### src/rtl/bcd2bin_seq.sv
// Sequential packed-BCD to binary converter, one digit per clock, MSD first.
// Optional digit range check enabled by defining BCD2BIN_DIGIT_CHECK_EN.
module bcd2bin_seq #(
   parameter int DIGITS = 4,
   parameter int BIN_W  = 14
) (
   input  logic                  clk,
   input  logic                  rst_n,
   input  logic                  in_valid,
   output logic                  in_ready,
   input  logic [4*DIGITS-1:0]   bcd_in,
   output logic                  out_valid,
   input  logic                  out_ready,
   output logic [BIN_W-1:0]      bin_out,
   output logic                  err
);

   localparam int CNT_W = (DIGITS > 1) ? $clog2(DIGITS) : 1;

   typedef enum logic [1:0] {IDLE, CONV, DONE} state_t;

   state_t              state;
   logic [4*DIGITS-1:0] shreg;
   logic [BIN_W-1:0]    acc;
   logic [CNT_W-1:0]    cnt;
   logic [3:0]          digit;
   logic [BIN_W-1:0]    sum;

   // acc*10 + d as two shifts and adds; wraps modulo 2^BIN_W
   assign digit    = shreg[4*DIGITS-1 -: 4];
   assign sum      = (acc << 3) + (acc << 1) + BIN_W'(digit);
   assign in_ready = (state == IDLE);

   always_ff @(posedge clk or negedge rst_n) begin
      if (!rst_n) begin
         state     <= IDLE;
         out_valid <= 1'b0;
         bin_out   <= '0;
         acc       <= '0;
         cnt       <= '0;
         shreg     <= '0;
      end else begin
         case (state)
            IDLE: begin
               if (in_valid) begin
                  shreg <= bcd_in;
                  acc   <= '0;
                  cnt   <= CNT_W'(DIGITS - 1);
                  state <= CONV;
               end
            end
            CONV: begin
               acc   <= sum;
               shreg <= shreg << 4;
               cnt   <= cnt - CNT_W'(1);
               if (cnt == '0) begin
                  bin_out   <= sum;
                  out_valid <= 1'b1;
                  state     <= DONE;
               end
            end
            DONE: begin
               if (out_ready) begin
                  out_valid <= 1'b0;
                  state     <= IDLE;
               end
            end
            default: state <= IDLE;
         endcase
      end
   end

`ifdef BCD2BIN_DIGIT_CHECK_EN
   logic flag;
   logic flag_next;

   // Sticky over one conversion; err is published together with bin_out
   assign flag_next = flag | (digit > 4'd9);

   always_ff @(posedge clk or negedge rst_n) begin
      if (!rst_n) begin
         flag <= 1'b0;
         err  <= 1'b0;
      end else if (state == IDLE && in_valid) begin
         flag <= 1'b0;
      end else if (state == CONV) begin
         flag <= flag_next;
         if (cnt == '0) err <= flag_next;
      end
   end
`else
   assign err = 1'b0;
`endif

endmodule

### config.mk
export PLATFORM = sky130hd
export DESIGN_NAME = bcd2bin_seq
export DESIGN_NICKNAME = d
export VERILOG_FILES = /design/src/rtl/bcd2bin_seq.sv
export SDC_FILE = /design/constraint.sdc
export NUM_CORES = 1
export LEC_CHECK = 0
export BUFFER_PORTS_ARGS = -buffer_cell sky130_fd_sc_hd__buf_2
export CAP_MARGIN = 20
export CELL_PAD_IN_SITES_DETAIL_PLACEMENT = 1
export CELL_PAD_IN_SITES_GLOBAL_PLACEMENT = 1
export CORE_ASPECT_RATIO = 2
export CORE_UTILIZATION = 48
export DETAILED_ROUTE_END_ITERATION = 12
export PLACE_DENSITY_LB_ADDON = 0.1
export SLEW_MARGIN = 40
export SYNTH_ARGS = -nofsm -noshare
export SYNTH_HDL_FRONTEND = slang
export SYNTH_SLANG_ARGS = --single-unit
### constraint.sdc
create_clock -name clk -period 5.2 [get_ports clk]
set_input_delay 1.04 -clock clk [delete_from_list [all_inputs] [get_ports clk]]
set_output_delay 1.04 -clock clk [all_outputs]
set_load 0.03 [all_outputs]
* Word-level counts from Yosys, hierarchy flattened
Cells that the tools add are included.
** Operators by class
- $add $sub $neg :: 3
- Multiply operators :: 0
- Divide/modulo/power cells :: 0
- $lt $le $gt $ge :: 0
- Eq/ne operators :: 5
- Shift operators :: 0
- Multiplexer cells :: 13
- Bitwise operators :: 0
- Reductions and logical operators :: 8
** Operators with widths (number)
- 16-bit one-hot mux with 2 select lines :: 1
- 13-bit one-hot mux with 2 select lines :: 1
- 16-bit 2-to-1 mux :: 1
- 14-bit adder :: 1
- 14-bit by 4-bit adder with 14-bit output :: 1
- 13-bit 2-to-1 mux :: 1
- 2-bit 2-to-1 mux :: 4
- 2-bit != test (second input constant) :: 3
- 2-bit one-hot mux with 3 select lines :: 1
- 3-bit AND reduction :: 2
- 2-bit logical NOT :: 2
- 2-bit one-hot mux with 2 select lines :: 1
- 2-bit AND reduction :: 2
- 2-bit nonzero test :: 2
- 2-bit by 1-bit equality test with 1-bit output (second input constant) :: 1
- 2-bit equality test (second input constant) :: 1
- 1-bit 2-to-1 mux :: 2
- 1-bit one-hot mux with 2 select lines :: 1
- 2-bit by 1-bit subtractor with 2-bit output (second input constant) :: 1
** Storage, ports and cells
- Register bits after elaboration :: 48
- Bits in latches :: 0
- Memory bits (writable) :: 0
- Memory bits (read-only) :: 0
- Output and inout bits :: 17
- Logic and storage cells :: 35
- Memories kept :: 0

* Longest topological paths before layout
Gate-level depths: netlist of run 1.
- Depth after elaboration :: 3
- Depth in mapped cells :: 9

* Worst setup path after synthesis of run 1
OpenSTA, ideal clock, no wires.
- Path kind :: register -> register
- From :: reg shreg[15]
- To :: reg acc[12]
- Setup time :: 0.131 ns
- Data arrival time :: 2.300 ns
- Setup slack :: 2.768 ns
- Stages on the path, launching flop included :: 10
- Clock period less this slack :: 2.432 ns
- Cell sequence :: dfrtp_1 > inv_1 > fa_1 > inv_1 > fa_1 > a21oi_1 > o21ai_1 > a21oi_2 > nor4_1 > or3_1
** On the way
- Cells in the longest elaborated chain, start to end :: 2
** RTL lines
- from (decl) :: line 23 : logic [4*DIGITS-1:0] shreg;
- from (signal assigned) :: line 46 : shreg <= bcd_in;
- from (signal assigned) :: line 54 : shreg <= shreg << 4;
- 14-bit by 4-bit adder with 14-bit output :: line 31 : assign sum = (acc << 3) + (acc << 1) + BIN_W'(digit);
- 13-bit one-hot mux with 2 select lines :: line 43 : case (state)
- to (signal assigned) :: line 53 : acc <= sum;
- to (decl) :: line 24 : logic [BIN_W-1:0] acc;
No other way between the ends.
A chain may end at the register's enable or synchronous reset.

* Worst setup path after layout of run 1
- From :: reg state[1]
- To :: reg bin_out[12]
** On the way
- Cells in the longest elaborated chain, start to end :: 2
** RTL lines
- from (decl) :: line 22 : state_t state;
- from (signal assigned) :: line 36 : state <= IDLE;
- from (signal assigned) :: line 49 : state <= CONV;
- from (signal assigned) :: line 59 : state <= DONE;
- 2-bit by 1-bit equality test with 1-bit output :: line 43
- 2-bit AND reduction (no line)
- to (signal assigned) :: line 57 : bin_out <= sum;
- to (decl) :: line 14 : output logic [BIN_W-1:0] bin_out,
No other way between the ends.

==> qor.txt, run 1 <==
CP peak stage delay: 0.68 ns
Hold Path Stages: 2
Syn Inst Count: 297
Crit Path Class: reg -> reg
Placed Cells: 376
Crit. End Element: flop
EDFF count, synth: 0
crit-path cells: and2b_1 > nand2_1 > or4_1 > nand3_1
CTS clk-pin slew, worst paths: 0.07 ns
post-layout min period: 2.69 ns
Final period util: 51.7%
sequential element share of the synthesized area: 42.4%
Row Count: 39
Routed Antenna Nets: 0
most area-consuming cells after synthesis: dfrtp_1 (42%), ha_1 (10%), nand2_1 (6.2%)
die height: 111 um
FF+latch count, synth: 48
cts bufs inserted: 5
CTS tree: done
RePlAce Congestion: 0.967
max-slew violations: 0
power per cell area: 699 nW/um^2
outcome: completed
post-CTS sizing: 0
Placed Area: 3000 um^2
P_sw: 1.01 mW
Post-Place Setup Slack: 2.52 ns
Max stage delay cell, worst path: and2b_1
vias per inst: 6.03
first-iteration detailed-routing DRC count: 42
final WL: 7.14 mm
max_cap viols: 0
Worst Path Required: 5.43 ns
Mapped Area: 2840 um^2
Total GRT Usage: 25.0%
Clk pwr share: 16.7%
R2R cell count: 4
Core Region: 5710 um^2
RSZ-0062 raised after global routing: false
crit path max fanout: 24
Max Fclk: 372 MHz
largest net degree at the start of global routing: 49
clock tree sinks: 48
metal1 wirelength: 2.61 mm
Final WS setup: 2.51 ns
Max VDD drop: 0.431 mV
total number of vias: 2315
Async S/R FF share, synth: 100%
Post-CTS Setup Bufs: 0
final clock skew: 0.00813 ns
fillers: 668
P_leak: 1.64 nW
Fin. Hold Viols: 0
yosys warns: 0
Slew HR: 51.0%
drt drc: 0
predominant post-synthesis flop cell: dfrtp_1
Total Power: 2.21 mW
clk buf depth: 2
DRT Pass-1 Iters: 4
number of port buffers: 35
routed wl met3: 161 um
Int Pwr: 1.20 mW
antenna violations before repair: 0
Arr. time, crit path: 2.92 ns
sequential share of power: 29.5%
Comb pwr share: 53.8%
storage element area: 1200 um^2
most common cell in the netlist: dfrtp_1
setup TNS: 0 ns
routed wl met2: 4.14 mm
Layout area overhead: 11.6%
total grt overflow: 0
number of global-route vias before repair: 2472
Synth cell types: 50
syn avg cell area: 9.55 um^2
largest area contributor in the netlist: dfrtp_1
syn nets: 342
clk_lat worst skew: 0.29 ns
nets@finish: 367
Top Ports: 37
antenna cell count: 0
DP HPWL: 5.25 mm
hold_buf cts: 0
DR WL/cell: 18.6 um
post-synth top area share: 42.4%
Hold Slack: 0.474 ns
first-pass GRT wire length: 11.9 mm
die area: 6240 um^2
Die X: 56.3 um
clk root buf: clkbuf_16
most instantiated cells after synthesis: dfrtp_1 (48), nand2_1 (47), o21ai_0 (24)
Switching Share: 45.6%
final instance area: 3160 um^2
Multi-input gate area: 1490 um^2
final cell count without fillers: 384
Starting Density: 49.7%
H-tree depth: 2
final setup fails: 0
Layout Utilization: 55.4%
Worst-Margin Slew: 0.733 ns
share of layout cells above drive strength 1: 16.4%
top routing layer in use: met4
Hold Crit Class: reg -> reg
Critical Path Source Type: flop
## cell type report
class / count / share of cell area, %
inverters: 11 / 1.30
well taps: 61 / 2.41
flip-flops and latches: 48 / 38.0
clock inverters: 2 / 1.11
multi-input cells: 219 / 47.1
repair buffers: 37 / 6.09
clock buffers: 6 / 4.07
## sequential cells by signal, summed over array words and instances, names as in the netlist
register   flops
state          2
cnt            2
shreg         16
acc           13
bin_out       14
out_valid      1
## cell families (layout without fill, tap and decap cells)
kind of cell | Yosys count | count (layout) | share of synthesized area [%]
flip-flops | 48 | 48 | 42.4
XOR/XNOR | 8 | 8 | 2.47
AND/OR/NAND/NOR | 102 | 102 | 19.2
multiplexers | 5 | 5 | 1.90
AO/OA/AOI/OAI | 78 | 78 | 17.2
buffers and inverters | 30 | 56 | 5.12
other | 1 | 1 | 0.132
adder cells (fa/ha/maj) | 25 | 25 | 11.6
## cell usage in the layout (no fill, tap or decap), types with 4 or more instances in the layout
cell and instances:
and3b_1 11, inv_1 11, o21ai_0 24, nand4_1 5, a22o_1 8, nor2b_1 6
a21oi_1 23, nand2_1 47, nor2_1 8, ha_1 23, xnor2_1 5, buf_2 34
and3_1 4, clkbuf_16 5, dfrtp_1 48
## power by group through the flow
stage          combinational, mW  sequential, mW  clock, mW
2_1_floorplan              0.831           0.717          0
3_3_place_gp                1.15           0.657          0
3_5_place_dp                1.18           0.663          0
4_1_cts                     1.20           0.657      0.373
5_1_grt                     1.31           0.676      0.387
6_report                    1.19           0.652      0.369
## worst paths after layout
kind,end,slack (ns),from
min in group asynchronous,bin_out[3]$_DFFE_PN0P_,0.77,rst_n
max in group asynchronous,acc[12]$_DFFE_PN0P_,4.01,rst_n
setup / recovery,bin_out[12]$_DFFE_PN0P_,2.51,state[1]$_DFFE_PN0P_
setup reg to reg,bin_out[12]$_DFFE_PN0P_,2.51,state[1]$_DFFE_PN0P_
hold reg to reg,bin_out[4]$_DFFE_PN0P_,0.47,bin_out[4]$_DFFE_PN0P_
hold / removal,bin_out[4]$_DFFE_PN0P_,0.47,bin_out[4]$_DFFE_PN0P_
## critical path: cells and delay by family, from the launching register on
kind             cells  cell delay [ns]
flip-flops           1             0.62
AND/OR/NAND/NOR      4             2.01
## routing by layer
| layer | global-route usage, % | vias to the layer above |
|---|---|---|
| li1 | - | 1101 |
| met1 | 26.4 | 1153 |
| met4 | 12.5 | 0 |
| met3 | 3.27 | 13 |
| met2 | 46.8 | 48 |
| met5 | 0 | - |
Power figures use the tool's default switching activity.
==> run 2, diff against run 1 <==
--- a/config.mk
+++ b/config.mk
@@ -5,12 +5,13 @@
 export SDC_FILE = /design/constraint.sdc
 export NUM_CORES = 1
 export LEC_CHECK = 0
+export ABC_AREA = 1
 export BUFFER_PORTS_ARGS = -buffer_cell sky130_fd_sc_hd__buf_2
 export CAP_MARGIN = 20
 export CELL_PAD_IN_SITES_DETAIL_PLACEMENT = 1
 export CELL_PAD_IN_SITES_GLOBAL_PLACEMENT = 1
 export CORE_ASPECT_RATIO = 2
-export CORE_UTILIZATION = 48
+export CORE_UTILIZATION = 38
 export DETAILED_ROUTE_END_ITERATION = 12
 export PLACE_DENSITY_LB_ADDON = 0.1
 export SLEW_MARGIN = 40
==> constraint.sdc (replaced) <==
create_clock -name clk -period 2.4 [get_ports clk]
set_input_delay 0.48 -clock clk [delete_from_list [all_inputs] [get_ports clk]]
set_output_delay 0.48 -clock clk [all_outputs]
set_load 0.03 [all_outputs]
==> run 2 against run 1 <==
  * Synthesized area is 3.4% lower
  * Largest cell class unchanged
  * First-iteration DRC count is 86% higher
  * Fmax is 21% higher
  * Non-clock buffer count is 3 higher
  * Register-to-register slack worse by 2.3 ns
  * Global-route usage is 1.2 points lower
  * Setup slack worse by 2.3 ns
  * Clock skew is 0.0066 ns lower
==> qor.txt, run 2 <==
outcome: completed
post-layout min period: 2.22 ns
Multi-input gate area: 1310 um^2
Final period util: 92.7%
storage element area: 1200 um^2
P_leak: 1.75 nW
R2R cell count: 11
Critical Path Source Type: flop
DR WL/cell: 16.7 um
die height: 122 um
total grt overflow: 0
Crit Path Class: reg -> reg
CTS clk-pin slew, worst paths: 0.07 ns
Routed Antenna Nets: 0
Arr. time, crit path: 2.40 ns
Crit. End Element: flop
max-slew violations: 0
DRT Pass-1 Iters: 3
Mapped Area: 2740 um^2
post-synth top area share: 43.9%
Post-Place Setup Slack: 0.102 ns
Slew HR: 60.8%
clk_lat worst skew: 0.29 ns
largest area contributor in the netlist: dfrtp_1
max_cap viols: 0
total number of vias: 2374
Max Fclk: 450 MHz
H-tree depth: 2
largest net degree at the start of global routing: 26
Total GRT Usage: 23.9%
antenna violations before repair: 0
setup TNS: 0 ns
RSZ-0062 raised after global routing: false
clk root buf: clkbuf_16
die area: 7570 um^2
nets@finish: 422
Core Region: 6940 um^2
worst reg2reg path endpoint: bin_out[11]$_DFFE_PN0P_
Syn Inst Count: 339
crit path max fanout: 3
syn nets: 384
Layout area overhead: 15.7%
vias per inst: 5.07
number of port buffers: 35
Hold Crit Class: in -> async
most common cell in the netlist: nand2_1
post-CTS sizing: 0
final WL: 7.84 mm
first-iteration detailed-routing DRC count: 78
most frequent cells in the layout: nand2_1 (109), dfrtp_1 (48), inv_1 (44)
FF+latch count, synth: 48
sequential element share of the synthesized area: 43.9%
predominant post-synthesis flop cell: dfrtp_1
Max VDD drop: 0.765 mV
met1 usage: 23.1%
Row Count: 43
busiest grt layer: met2
DP HPWL: 6.16 mm
fillers: 881
final clock skew: 0.00157 ns
Worst-Margin Slew: 0.589 ns
number of global-route vias before repair: 2596
Setup crit start: acc[0]$_DFFE_PN0P_
top flop regs: shreg x16, bin_out x14, acc x13
drt drc: 0
Synth cell types: 34
Fin. Hold Viols: 0
first-pass GRT wire length: 12.6 mm
power per cell area: 1580 nW/um^2
Largest register FFs: 16
Top Ports: 37
Worst Path Required: 2.58 ns
Post-CTS Setup Bufs: 0
Reg with most FFs: shreg
met2 Usage GRT: 44.8%
Placed Area: 3020 um^2
final instance area: 3170 um^2
RePlAce Congestion: 0.858
cts bufs inserted: 5
most common cell after layout, fill and taps aside: nand2_1
RR Startpoint: acc[0]$_DFFE_PN0P_
met3 Usage GRT: 3.50%
final setup fails: 0
antenna cell count: 0
share of layout cells above drive strength 1: 15.1%
Final WS setup: 0.176 ns
Die X: 62.0 um
Worst R2R Setup Slack: 0.18 ns
clk buf depth: 2
hold_buf cts: 0
Starting Density: 39.5%
syn avg cell area: 8.08 um^2
CTS tree: done
Async S/R FF share, synth: 100%
EDFF count, synth: 0
clock tree sinks: 48
yosys warns: 0
most area-consuming cells after synthesis: dfrtp_1 (44%), nand2_1 (15%), ha_1 (11%)
most instantiated cells after synthesis: nand2_1 (109), dfrtp_1 (48), inv_1 (44)
-- run 2: metal layers --
layer  vias to the layer above  wire length (um)
met5                         -                 0
met4                         0               265
met3                        16               147
met2                        36              4730
met1                      1162              2690
li1                       1160                 -
-- run 2: critical path, cell delays in order (launching register included) --
cell     delay (ns)
dfrtp_1        0.37
inv_1          0.08
fa_1           0.52
inv_1          0.08
ha_1           0.28
nand3_1        0.11
nor2_1         0.21
nand2_1        0.10
nand3_1        0.09
nand2_1        0.07
nand3_1        0.13
nand2_1        0.07
-- run 2: cell type report --
| class | count | area share (%) |
|---|---|---|
| Multi-Input combinational cell | 235 | 41.3 |
| Tap cell | 90 | 3.55 |
| Timing Repair Buffer | 40 | 7.11 |
| Inverter | 47 | 5.65 |
| Clock buffer | 7 | 4.18 |
| Sequential cell | 48 | 37.9 |
| Clock inverter | 1 | 0.276 |
-- run 2: worst max-delay path by stage --
stage                                   end  slack (ns)
CTS                     acc[10]$_DFFE_PN0P_        0.09
detailed placement      acc[10]$_DFFE_PN0P_        0.10
floorplan               acc[10]$_DFFE_PN0P_        0.35
global placement        acc[10]$_DFFE_PN0P_        0.25
global route        bin_out[11]$_DFFE_PN0P_        0.02
finish              bin_out[11]$_DFFE_PN0P_        0.18
-- run 2: through the flow --
stage	total power [mW]	utilization [%]	hold slack, ns	instances
5_1_grt	5.47	45.7	0.234	468
6_report	5.00	45.7	0.180	468
4_1_cts	5.06	45.6	0.207	468
2_1_floorplan	3.41	-	0.184	339
3_3_place_gp	4.20	43.5	0.451	460
3_5_place_dp	4.34	43.5	0.456	460
-- run 2: logic make-up (layout without fill, tap and decap cells) --
logic type               count (synthesis)  in the layout  share of synthesized area [%]
AO/OA/AOI/OAI                           49             49                           10.2
XOR/XNOR                                 4              4                           1.28
adder cells (fa/ha/maj)                 25             25                           12.0
buffers and inverters                   56             95                           8.59
flip-flops                              48             48                           43.9
other                                    1              1                          0.137
AND/OR/NAND/NOR                        156            156                           23.9
-- run 2: report_power, final --
group | switching (mW) | internal (mW)
Sequential | 0.250 | 1.18
Combinational | 1.92 | 0.954
Clock | 0.315 | 0.390
==> run 3, diff against run 2 <==
==> constraint.sdc (replaced) <==
create_clock -name clk -period 2.4 [get_ports clk]
set_input_delay 0.24 -clock clk [delete_from_list [all_inputs] [get_ports clk]]
set_output_delay 0.24 -clock clk [all_outputs]
set_load 0.03 [all_outputs]
==> run 3 against run 2 <==
  * First-iteration DRC count down 5.1%
  * Wire length down 1.3%
  * Clock power up 4.3%
  * Combinational power about the same
  * Total power about the same
  * Worst hold slack worse by 0.042 ns
  * Sequential power about the same
  * Cell count up 0.64%
  * Sequential share of layout area down 0.22 points
  * Sequential cell count unchanged
  * Highest routed layer unchanged
==> qor.txt, run 3 (same netlist as run 2, synthesis figures left out) <==
clk buf depth: 2
die area: 7570 um^2
final WL: 7.73 mm
Crit Path Class: reg -> reg
P_sw: 2.45 mW
Hold Crit Class: in -> reg
largest net degree at the start of global routing: 36
outcome: completed
Starting Density: 39.5%
final clock skew: 0.00686 ns
Placed Area: 3020 um^2
clock tree sinks: 48
Largest register FFs: 16
max-slew violations: 0
CP peak stage delay: 0.53 ns
DRT Pass-1 Iters: 4
P_leak: 1.75 nW
clk_lat worst skew: 0.30 ns
Die X: 62.0 um
most frequent cells in the layout: nand2_1 (109), dfrtp_1 (48), inv_1 (44)
nets@finish: 425
RSZ-0062 raised after global routing: false
final instance area: 3190 um^2
share of layout cells above drive strength 1: 15.5%
most common cell after layout, fill and taps aside: nand2_1
drt drc: 0
H-tree depth: 2
antenna violations before repair: 0
CTS tree: done
Crit. End Element: flop
clk root buf: clkbuf_16
DR WL/cell: 16.4 um
top flop regs: shreg x16, bin_out x14, acc x13
setup TNS: 0 ns
Top Ports: 37
Routed Antenna Nets: 0
total grt overflow: 0
post-layout min period: 2.20 ns
max_cap viols: 0
Core Region: 6940 um^2
Layout area overhead: 16.4%
final setup fails: 0
Row Count: 43
DP HPWL: 5.94 mm
Final period util: 91.5%
Arr. time, crit path: 2.37 ns
crit path max fanout: 4
CP most frequent cell: nand3_1
Int Pwr: 2.55 mW
CTS clk-pin slew, worst paths: 0.07 ns
first-iteration detailed-routing DRC count: 74
Total GRT Usage: 23.3%
RePlAce Congestion: 0.838
Layout Utilization: 45.9%
Fin. Hold Viols: 0
first-pass GRT wire length: 12.4 mm
number of global-route vias before repair: 2504
power per cell area: 1570 nW/um^2
Max stage delay cell, worst path: fa_1
Worst Path Required: 2.57 ns
Critical Path Source Type: flop
Switching Share: 49.0%
cts bufs inserted: 5
sequential share of power: 28.4%
total number of vias: 2388
Clk pwr share: 14.7%
Max VDD drop: 0.727 mV
Comb pwr share: 56.9%
Reg with most FFs: shreg
vias per inst: 5.07
Max Fclk: 455 MHz
antenna cell count: 0
die height: 122 um
crit-path cells: inv_1 > fa_1 > inv_1 > fa_2 > nand3_1 > nand3_1 > nand2_1 > nand3b_1 > nand3_1 > o21ai_0
number of port buffers: 35
## run 3: area by class of cell
cell class,instances,area (um^2)
inverter,47,179
tap,90,113
clock buffer,7,143
multi-input combinational,235,1310
clock inverter,1,7.51
timing repair buffer,43,240
fill,888,3750
sequential,48,1200
## run 3: through the flow
step / hold slack (ns) / worst slack (ns) / total power, mW / instances
after floorplan: -0.0556 / 0.353 / 3.41 / 339
after global placement: 0.377 / 0.246 / 4.23 / 462
after detailed placement: 0.381 / 0.135 / 4.31 / 462
after CTS: 0.0653 / 0.121 / 5.07 / 470
after global routing: 0.153 / 0.0989 / 5.48 / 471
final: 0.138 / 0.203 / 5.00 / 471
## run 3: critical path: cells and delay by family, from the launching register on
family	cells	cell delay [ns]
buffers and inverters	2	0.13
AOI/OAI and AO/OA	1	0.08
DFF	1	0.33
and+or+nand+nor	5	0.56
adders and majority gates	2	0.97
## run 3: what timing repair did
action,in CTS,in global routing
resized for setup,0,1
hold endpoints to repair,0,33
hold buffers,0,1
buffers inserted,0,0
endpoints found under the setup margin,0,1
## run 3: power groups by stage
stage	Combinational [mW]	Clock (mW)	Sequential [mW]
global placement	2.80	0	1.43
CTS	2.89	0.749	1.43
floorplan	1.86	0	1.56
detailed placement	2.87	0	1.44
finish	2.85	0.735	1.42
global route	3.24	0.774	1.46
## run 3: worst paths after layout
check                                            start                      to  slack (ns)  cells after the start
worst max register to register   shreg[15]$_DFFE_PN0P_     acc[10]$_DFFE_PN0P_        0.20                     10
worst min-delay path                        bcd_in[13]   shreg[13]$_DFFE_PN0P_        0.14                      3
worst min register to register  bin_out[4]$_DFFE_PN0P_  bin_out[4]$_DFFE_PN0P_        0.48                      2
worst max-delay path             shreg[15]$_DFFE_PN0P_     acc[10]$_DFFE_PN0P_        0.20                     10
min in group asynchronous                        rst_n     acc[11]$_DFFE_PN0P_        0.43                      2
max in group asynchronous                        rst_n    shreg[0]$_DFFE_PN0P_        1.37                      3
## run 3: per-layer routing
| metal | part of all wire, % | wire [um] | global-route usage, % |
|---|---|---|---|
| met5 | 0 | 0 | 0 |
| met4 | 2.7 | 211 | 9.58 |
| met3 | 2.1 | 159 | 3.61 |
| met2 | 59 | 4530 | 43.8 |
| met1 | 37 | 2830 | 23.6 |
